<file path="src/rtl/wb_commit_buffer.sv">
`default_nettype none
// ============================================================================
// Module   : wb_commit_buffer
// Purpose  : Multi-lane write-back buffer. Each lane's final data is resolved,
//            including load extension, and the register writes are drained in
//            program order through one register-file port.
// Options  : WB_BYPASS_EN builds the youngest-match bypass lookup.
// Revision : 1.0 - initial release
// ============================================================================
module wb_commit_buffer #(
    parameter int DATA_W = 32,
    parameter int ADDR_W = 5,
    parameter int LANES  = 2,
    parameter int DEPTH  = 8
) (
    input  logic                    clk,
    input  logic                    rst,
    input  logic                    stall,
    input  logic [LANES-1:0]        in_valid,
    output logic                    in_ready,
    input  logic [LANES*DATA_W-1:0] in_alu_result,
    input  logic [LANES*DATA_W-1:0] in_mem_data,
    input  logic [LANES-1:0]        in_mem_to_reg,
    input  logic [LANES*3-1:0]      in_load_type,
    input  logic [LANES*2-1:0]      in_byte_off,
    input  logic [LANES*ADDR_W-1:0] in_write_reg,
    input  logic [LANES-1:0]        in_reg_write,
    output logic                    reg_write_en,
    output logic [ADDR_W-1:0]       reg_write_addr,
    output logic [DATA_W-1:0]       reg_write_data,
    output logic [$clog2(DEPTH):0]  count,
    input  logic [ADDR_W-1:0]       rd_addr,
    output logic                    rd_hit,
    output logic [DATA_W-1:0]       rd_data
);

    localparam int c_PTR_W = $clog2(DEPTH);
    localparam int c_CNT_W = c_PTR_W + 1;
    localparam logic [c_CNT_W-1:0] c_DEPTH = c_CNT_W'(DEPTH);
    localparam logic [c_CNT_W-1:0] c_LANES = c_CNT_W'(LANES);

    logic [ADDR_W-1:0]  r_addr_q [DEPTH];
    logic [DATA_W-1:0]  r_data_q [DEPTH];
    logic [c_PTR_W-1:0] r_head_q;
    logic [c_PTR_W-1:0] r_tail_q;
    logic [c_CNT_W-1:0] r_count_q;
    logic [c_CNT_W-1:0] w_count_d;

    logic [LANES-1:0]   w_keep;
    logic [DATA_W-1:0]  w_lane_data [LANES];
    logic [c_PTR_W-1:0] w_lane_slot [LANES];
    logic [c_CNT_W-1:0] w_enq_cnt;
    logic               w_accept;
    logic               w_pop;

    function automatic logic [31:0] f_load_extend(
        input logic [31:0] word,
        input logic [2:0]  ltype,
        input logic [1:0]  off
    );
        logic [7:0]  b;
        logic [15:0] h;
        b = word[{off, 3'b000} +: 8];
        h = off[1] ? word[31:16] : word[15:0];
        case (ltype)
            3'd1:    f_load_extend = {{24{b[7]}}, b};
            3'd2:    f_load_extend = {24'd0, b};
            3'd3:    f_load_extend = {{16{h[15]}}, h};
            3'd4:    f_load_extend = {16'd0, h};
            default: f_load_extend = word;
        endcase
    endfunction

    // Backpressure uses only the registered count; a same-cycle pop is not credited.
    assign in_ready = (c_DEPTH - r_count_q) >= c_LANES;
    assign w_accept = in_ready & (|in_valid);

    always_comb begin
        w_enq_cnt = '0;
        w_keep    = '0;
        for (int l = 0; l < LANES; l++) begin
            w_keep[l] = in_valid[l] & in_reg_write[l]
                      & (in_write_reg[l*ADDR_W +: ADDR_W] != '0);
            w_lane_data[l] = in_mem_to_reg[l]
                ? f_load_extend(in_mem_data[l*DATA_W +: DATA_W],
                                in_load_type[l*3 +: 3],
                                in_byte_off[l*2 +: 2])
                : in_alu_result[l*DATA_W +: DATA_W];
            // Surviving lanes pack densely from tail in lane order.
            w_lane_slot[l] = r_tail_q + w_enq_cnt[c_PTR_W-1:0];
            if (w_keep[l]) begin
                w_enq_cnt = w_enq_cnt + c_CNT_W'(1);
            end
        end
        if (!w_accept) begin
            w_enq_cnt = '0;
        end
    end

    assign reg_write_en   = (r_count_q != '0) & ~stall & ~rst;
    assign w_pop          = reg_write_en;
    assign reg_write_addr = reg_write_en ? r_addr_q[r_head_q] : '0;
    assign reg_write_data = reg_write_en ? r_data_q[r_head_q] : '0;
    assign w_count_d      = r_count_q + w_enq_cnt - c_CNT_W'(w_pop);
    assign count          = r_count_q;

    always_ff @(posedge clk) begin
        if (rst) begin
            r_head_q  <= '0;
            r_tail_q  <= '0;
            r_count_q <= '0;
        end else begin
            if (w_pop) begin
                r_head_q <= r_head_q + c_PTR_W'(1);
            end
            r_tail_q  <= r_tail_q + w_enq_cnt[c_PTR_W-1:0];
            r_count_q <= w_count_d;
        end
    end

    always_ff @(posedge clk) begin
        if (!rst && w_accept) begin
            for (int l = 0; l < LANES; l++) begin
                if (w_keep[l]) begin
                    r_addr_q[w_lane_slot[l]] <= in_write_reg[l*ADDR_W +: ADDR_W];
                    r_data_q[w_lane_slot[l]] <= w_lane_data[l];
                end
            end
        end
    end

`ifdef WB_BYPASS_EN
    // Scan oldest to youngest so the youngest match wins.
    always_comb begin
        rd_hit  = 1'b0;
        rd_data = '0;
        for (int i = 0; i < DEPTH; i++) begin
            if ((c_CNT_W'(i) < r_count_q) && (rd_addr != '0)
                && (r_addr_q[r_head_q + c_PTR_W'(i)] == rd_addr)) begin
                rd_hit  = 1'b1;
                rd_data = r_data_q[r_head_q + c_PTR_W'(i)];
            end
        end
    end
`else
    logic w_unused_rd_addr;
    assign w_unused_rd_addr = ^rd_addr;
    assign rd_hit           = 1'b0;
    assign rd_data          = '0;
`endif

endmodule
`default_nettype wire

</file>
<file path="config.mk">
export PLATFORM = sky130hd
export DESIGN_NAME = wb_commit_buffer
export DESIGN_NICKNAME = d
export VERILOG_FILES = /design/src/rtl/wb_commit_buffer.sv
export SDC_FILE = /design/constraint.sdc
export NUM_CORES = 1
export LEC_CHECK = 0
export CAP_MARGIN = 20
export CORE_MARGIN = 4
export CORE_UTILIZATION = 50
export DETAILED_ROUTE_END_ITERATION = 16
export DONT_BUFFER_PORTS = 1
export PLACE_DENSITY = 0.75
export SYNTH_ARGS = -nofsm -noshare
export SYNTH_HDL_FRONTEND = slang
export SYNTH_SLANG_ARGS = --single-unit
</file>
<file path="constraint.sdc">
create_clock -name clk -period 7.21 [get_ports clk]
set_input_delay 0.721 -clock clk [delete_from_list [all_inputs] [get_ports clk]]
set_output_delay 0.721 -clock clk [all_outputs]
set_load 0.05 [all_outputs]
</file>
==> metrics.md <==
| Metric | Value |
|---|---|
| Run status | finished clean |
| Number of detailed-routing iterations run before antenna repair | 7 |
| Top cell types by occurrence after synthesis | sky130_fd_sc_hd__edfxtp_1 (296), sky130_fd_sc_hd__mux2i_1 (254), sky130_fd_sc_hd__mux2_2 (89) |
| Type of the worst min-delay path | in2reg |
| Initial core utilization | 50.6% |
| Adder-cell share of the synthesized area | 1.13% |
| Reg-to-reg slack, setup | 2910 ps |
| Post-synthesis compound-gate area fraction | 7.61% |
| Kind of start point of the critical path | flop |
| Per-cell routed wire length | 29.0 um |
| Main flop type after synthesis | sky130_fd_sc_hd__edfxtp_1 |
| Number of routed nets with antenna violations | 0 |
| Count of endpoints failing hold in the final timing report | 0 |
| Final #Nets | 1490 |
| DRC | 0 |
| Critical-path top delay cell | sky130_fd_sc_hd__or4_4 |
| Number of enable flip-flop cells after synthesis | 296 |
| Quantity of I/O buffers inserted on ports | 0 |
| Largest family of logic cells by synthesized area | multiplexers |
| Reg clk slew, reported paths | 60 ps |
| TritonCTS clock tree | done |
| Number of antenna violations at the first check in global routing | 2 |
| Non-filler cells in the finished layout | 1799 |
| Placed Cells | 1723 |
| Crit-path max FO | 26 |
| Layout cell share with drive strength beyond 1 | 23.6% |
| Clock period minus worst slack | 4300 ps |
| Deepest clock path buffer count | 3 |
| Number of cells on the worst hold path | 1 |
| Worst supply voltage drop on vdd | 0.000295 V |
| Final max-slew violation count | 0 |
| Final setup skew | 17.1 ps |
| Drt initial violations | 1108 |
| # H-tree levels | 2 |
| Gr ovfl total | 0 |
| Number of CTS-inserted buffers | 35 |
| Die Y | 198 um |
| CORE AREA | 35500 sq um |
| Postcts setup bufs | 0 |
| Synth Instances | 1316 |
| Worst EP required | 7350 ps |
| Most common cell in the netlist | sky130_fd_sc_hd__edfxtp_1 |
| Post-synthesis to final-layout area growth | 9.94% |
| Post-synthesis simple-gate area fraction | 5.61% |
| Worst endpoint data arrival time | 4450 ps |
| Share of cell area taken by muxes after synthesis | 29.5% |
| Share of the synthesized netlist area taken by xor and xnor gates | 0.488% |
| Diode count | 0 |
| X dimension of the die | 198 um |
| Leading post-synthesis cells by cell area | sky130_fd_sc_hd__edfxtp_1 (50%), sky130_fd_sc_hd__mux2i_1 (14%), sky130_fd_sc_hd__mux4_2 (9.5%) |
| Global placement routability congestion | 0.915 |
| Leakage power | 6.40 nW |
| Yosys warnings | 0 |
| Die area | 39000 sq um |
| Count of max-cap constraint violations | 0 |
| Transition time at the pin with the least slew margin | 1110 ps |
| Placed inst area | 18500 sq um |
| All-layer global routing usage | 26.0% |
| Via count of the routed design | 11934 |
| Final worst path period share | 59.7% |
| Final wirelength | 52200 um |
| Critical path capture point type | flop |
| Crit path kind | reg2reg |
| Total of endpoints with negative setup slack in the final report | 0 |
| Fillers | 2825 |
| Share of synthesized area occupied by flip-flops and latches | 51.0% |
| Power per standard cell area | 274 nW/um^2 |
| Share of Yosys cell area claimed by the top area cell type | 49.5% |
| Global-route wire length before repair | 75800 um |
| Cell taking the most area after synthesis | sky130_fd_sc_hd__edfxtp_1 |
| Slew margin rel. | 25.8% |
| Pin count of the biggest net entering global routing | 63 |
| Cell area after synthesis | 18000 sq um |
| Unrepaired setup endpoints after global routing | no |
| Post-route cell area | 19700 sq um |
| Highest achievable clock rate | 232 MHz |
| Number of distinct library cells after synthesis | 56 |
| Detailed-placement wirelength estimate | 32700 um |
| Post-route setup TNS | 0 ps |
| Number of clock sinks | 309 |
| Path depth of the worst reg2reg path | 8 |
| Worst-case hold slack | 267 ps |
| Peak per-stage delay on the critical path | 740 ps |
| Vias in the first global route | 11876 |
| Resize count post-CTS | 0 |
| Average via count per standard cell | 6.63 |
| Synthesized area per cell | 13.6 sq um |
| Clock latency reported for the late side of the worst-skew pair | 520 ps |
| Synth async-reset ratio | 0% |
| # rows | 69 |
| Critical-path cell list | inv_1 -> ha_1 -> nor2b_1 -> o2111a_1 -> or4_4 -> o32a_1 -> o32ai_4 -> buf_4 |
| Final design utilization | 55.6% |
| I/O pin total | 238 |
| Clk root buf | sky130_fd_sc_hd__clkbuf_16 |
| Total of hold buffers inserted after clock tree synthesis | 0 |
| Number of storage elements in the synthesis netlist | 309 |
[final timing paths]
path | startpoint | endpoint
max reg2reg | count[0] | r_data_q[4][16]
min | rst | count[1]
min reg2reg | r_head_q[0] | r_head_q[0]
max | count[0] | r_data_q[4][16]
[cell families after synthesis]
family	after synthesis
AO/OA/AOI/OAI	185
XOR/XNOR	10
adder cells (fa/ha/maj)	15
buffers and inverters	169
flip-flops	309
multiplexers	422
other	1
AND/OR/NAND/NOR	205
[cell type report]
cell class                      count  area [sq um]  area share [%]
Multi-Input combinational cell    870          8300            42.1
Sequential cell                   309          9160            46.4
Clock inverter                     14           171           0.868
Inverter                           33           124           0.627
Timing Repair Buffer               64           450            2.28
Tap cell                          461           577            2.92
Clock buffer                       48           956            4.84
[stage by stage]
stage | worst slack, ps | total power [W]
after floorplan | 1520 | 0.00335
after global placement | 2890 | 0.00365
after detailed placement | 2790 | 0.00368
after CTS | 2870 | 0.00542
after global routing | 2730 | 0.00560
final | 2910 | 0.00541
[layer usage]
layer / up-vias / share of wire (%) / global-route usage, %
met5: - / 0.031 / 0
met4: 2 / 3.7 / 9.51
met3: 112 / 11 / 6.92
met2: 662 / 47 / 41.5
met1: 6019 / 38 / 34.5
li1: 5139 / - / -
[cells in the final DEF (no fill, tap or decap), drive strengths merged, types with 14 or more instances in the layout]
| master | netlist | routed |
|---|---|---|
| edfxtp | 296 | 296 |
| o32ai | 23 | 23 |
| a21oi | 20 | 20 |
| conb | 1 | 33 |
| mux4 | 76 | 76 |
| buf | 79 | 59 |
| inv | 33 | 35 |
| mux2 | 92 | 92 |
| clkbuf | 57 | 53 |
| a32oi | 14 | 14 |
| a311oi | 32 | 32 |
| nor2 | 69 | 69 |
| mux2i | 254 | 254 |
| o22ai | 16 | 16 |
| o21ai | 26 | 26 |
| nand2 | 48 | 48 |
| nor2b | 42 | 42 |
[power by group]
part	switching [W]	total [W]	internal, W	leakage [nW]
clock network	0.000716	0.00176	0.00104	0.549
registers	0.000135	0.00224	0.00211	2.79
logic	0.000827	0.00140	0.000576	3.07
[flip-flops by register name, summed over array words and instances (netlist names), named ones only]
name,count
r_tail_q,3
r_data_q,256
count,4
r_addr_q,40
r_head_q,3
[critical path, delay by kind of cell, from the launching register on]
family | cells | cell delay, ps
compound gates | 3 | 1350
simple gates | 2 | 880
flops | 1 | 730
buf+inv | 2 | 720
fa+ha+maj | 1 | 260
Note: power is estimated with default switching activity, not from simulation.
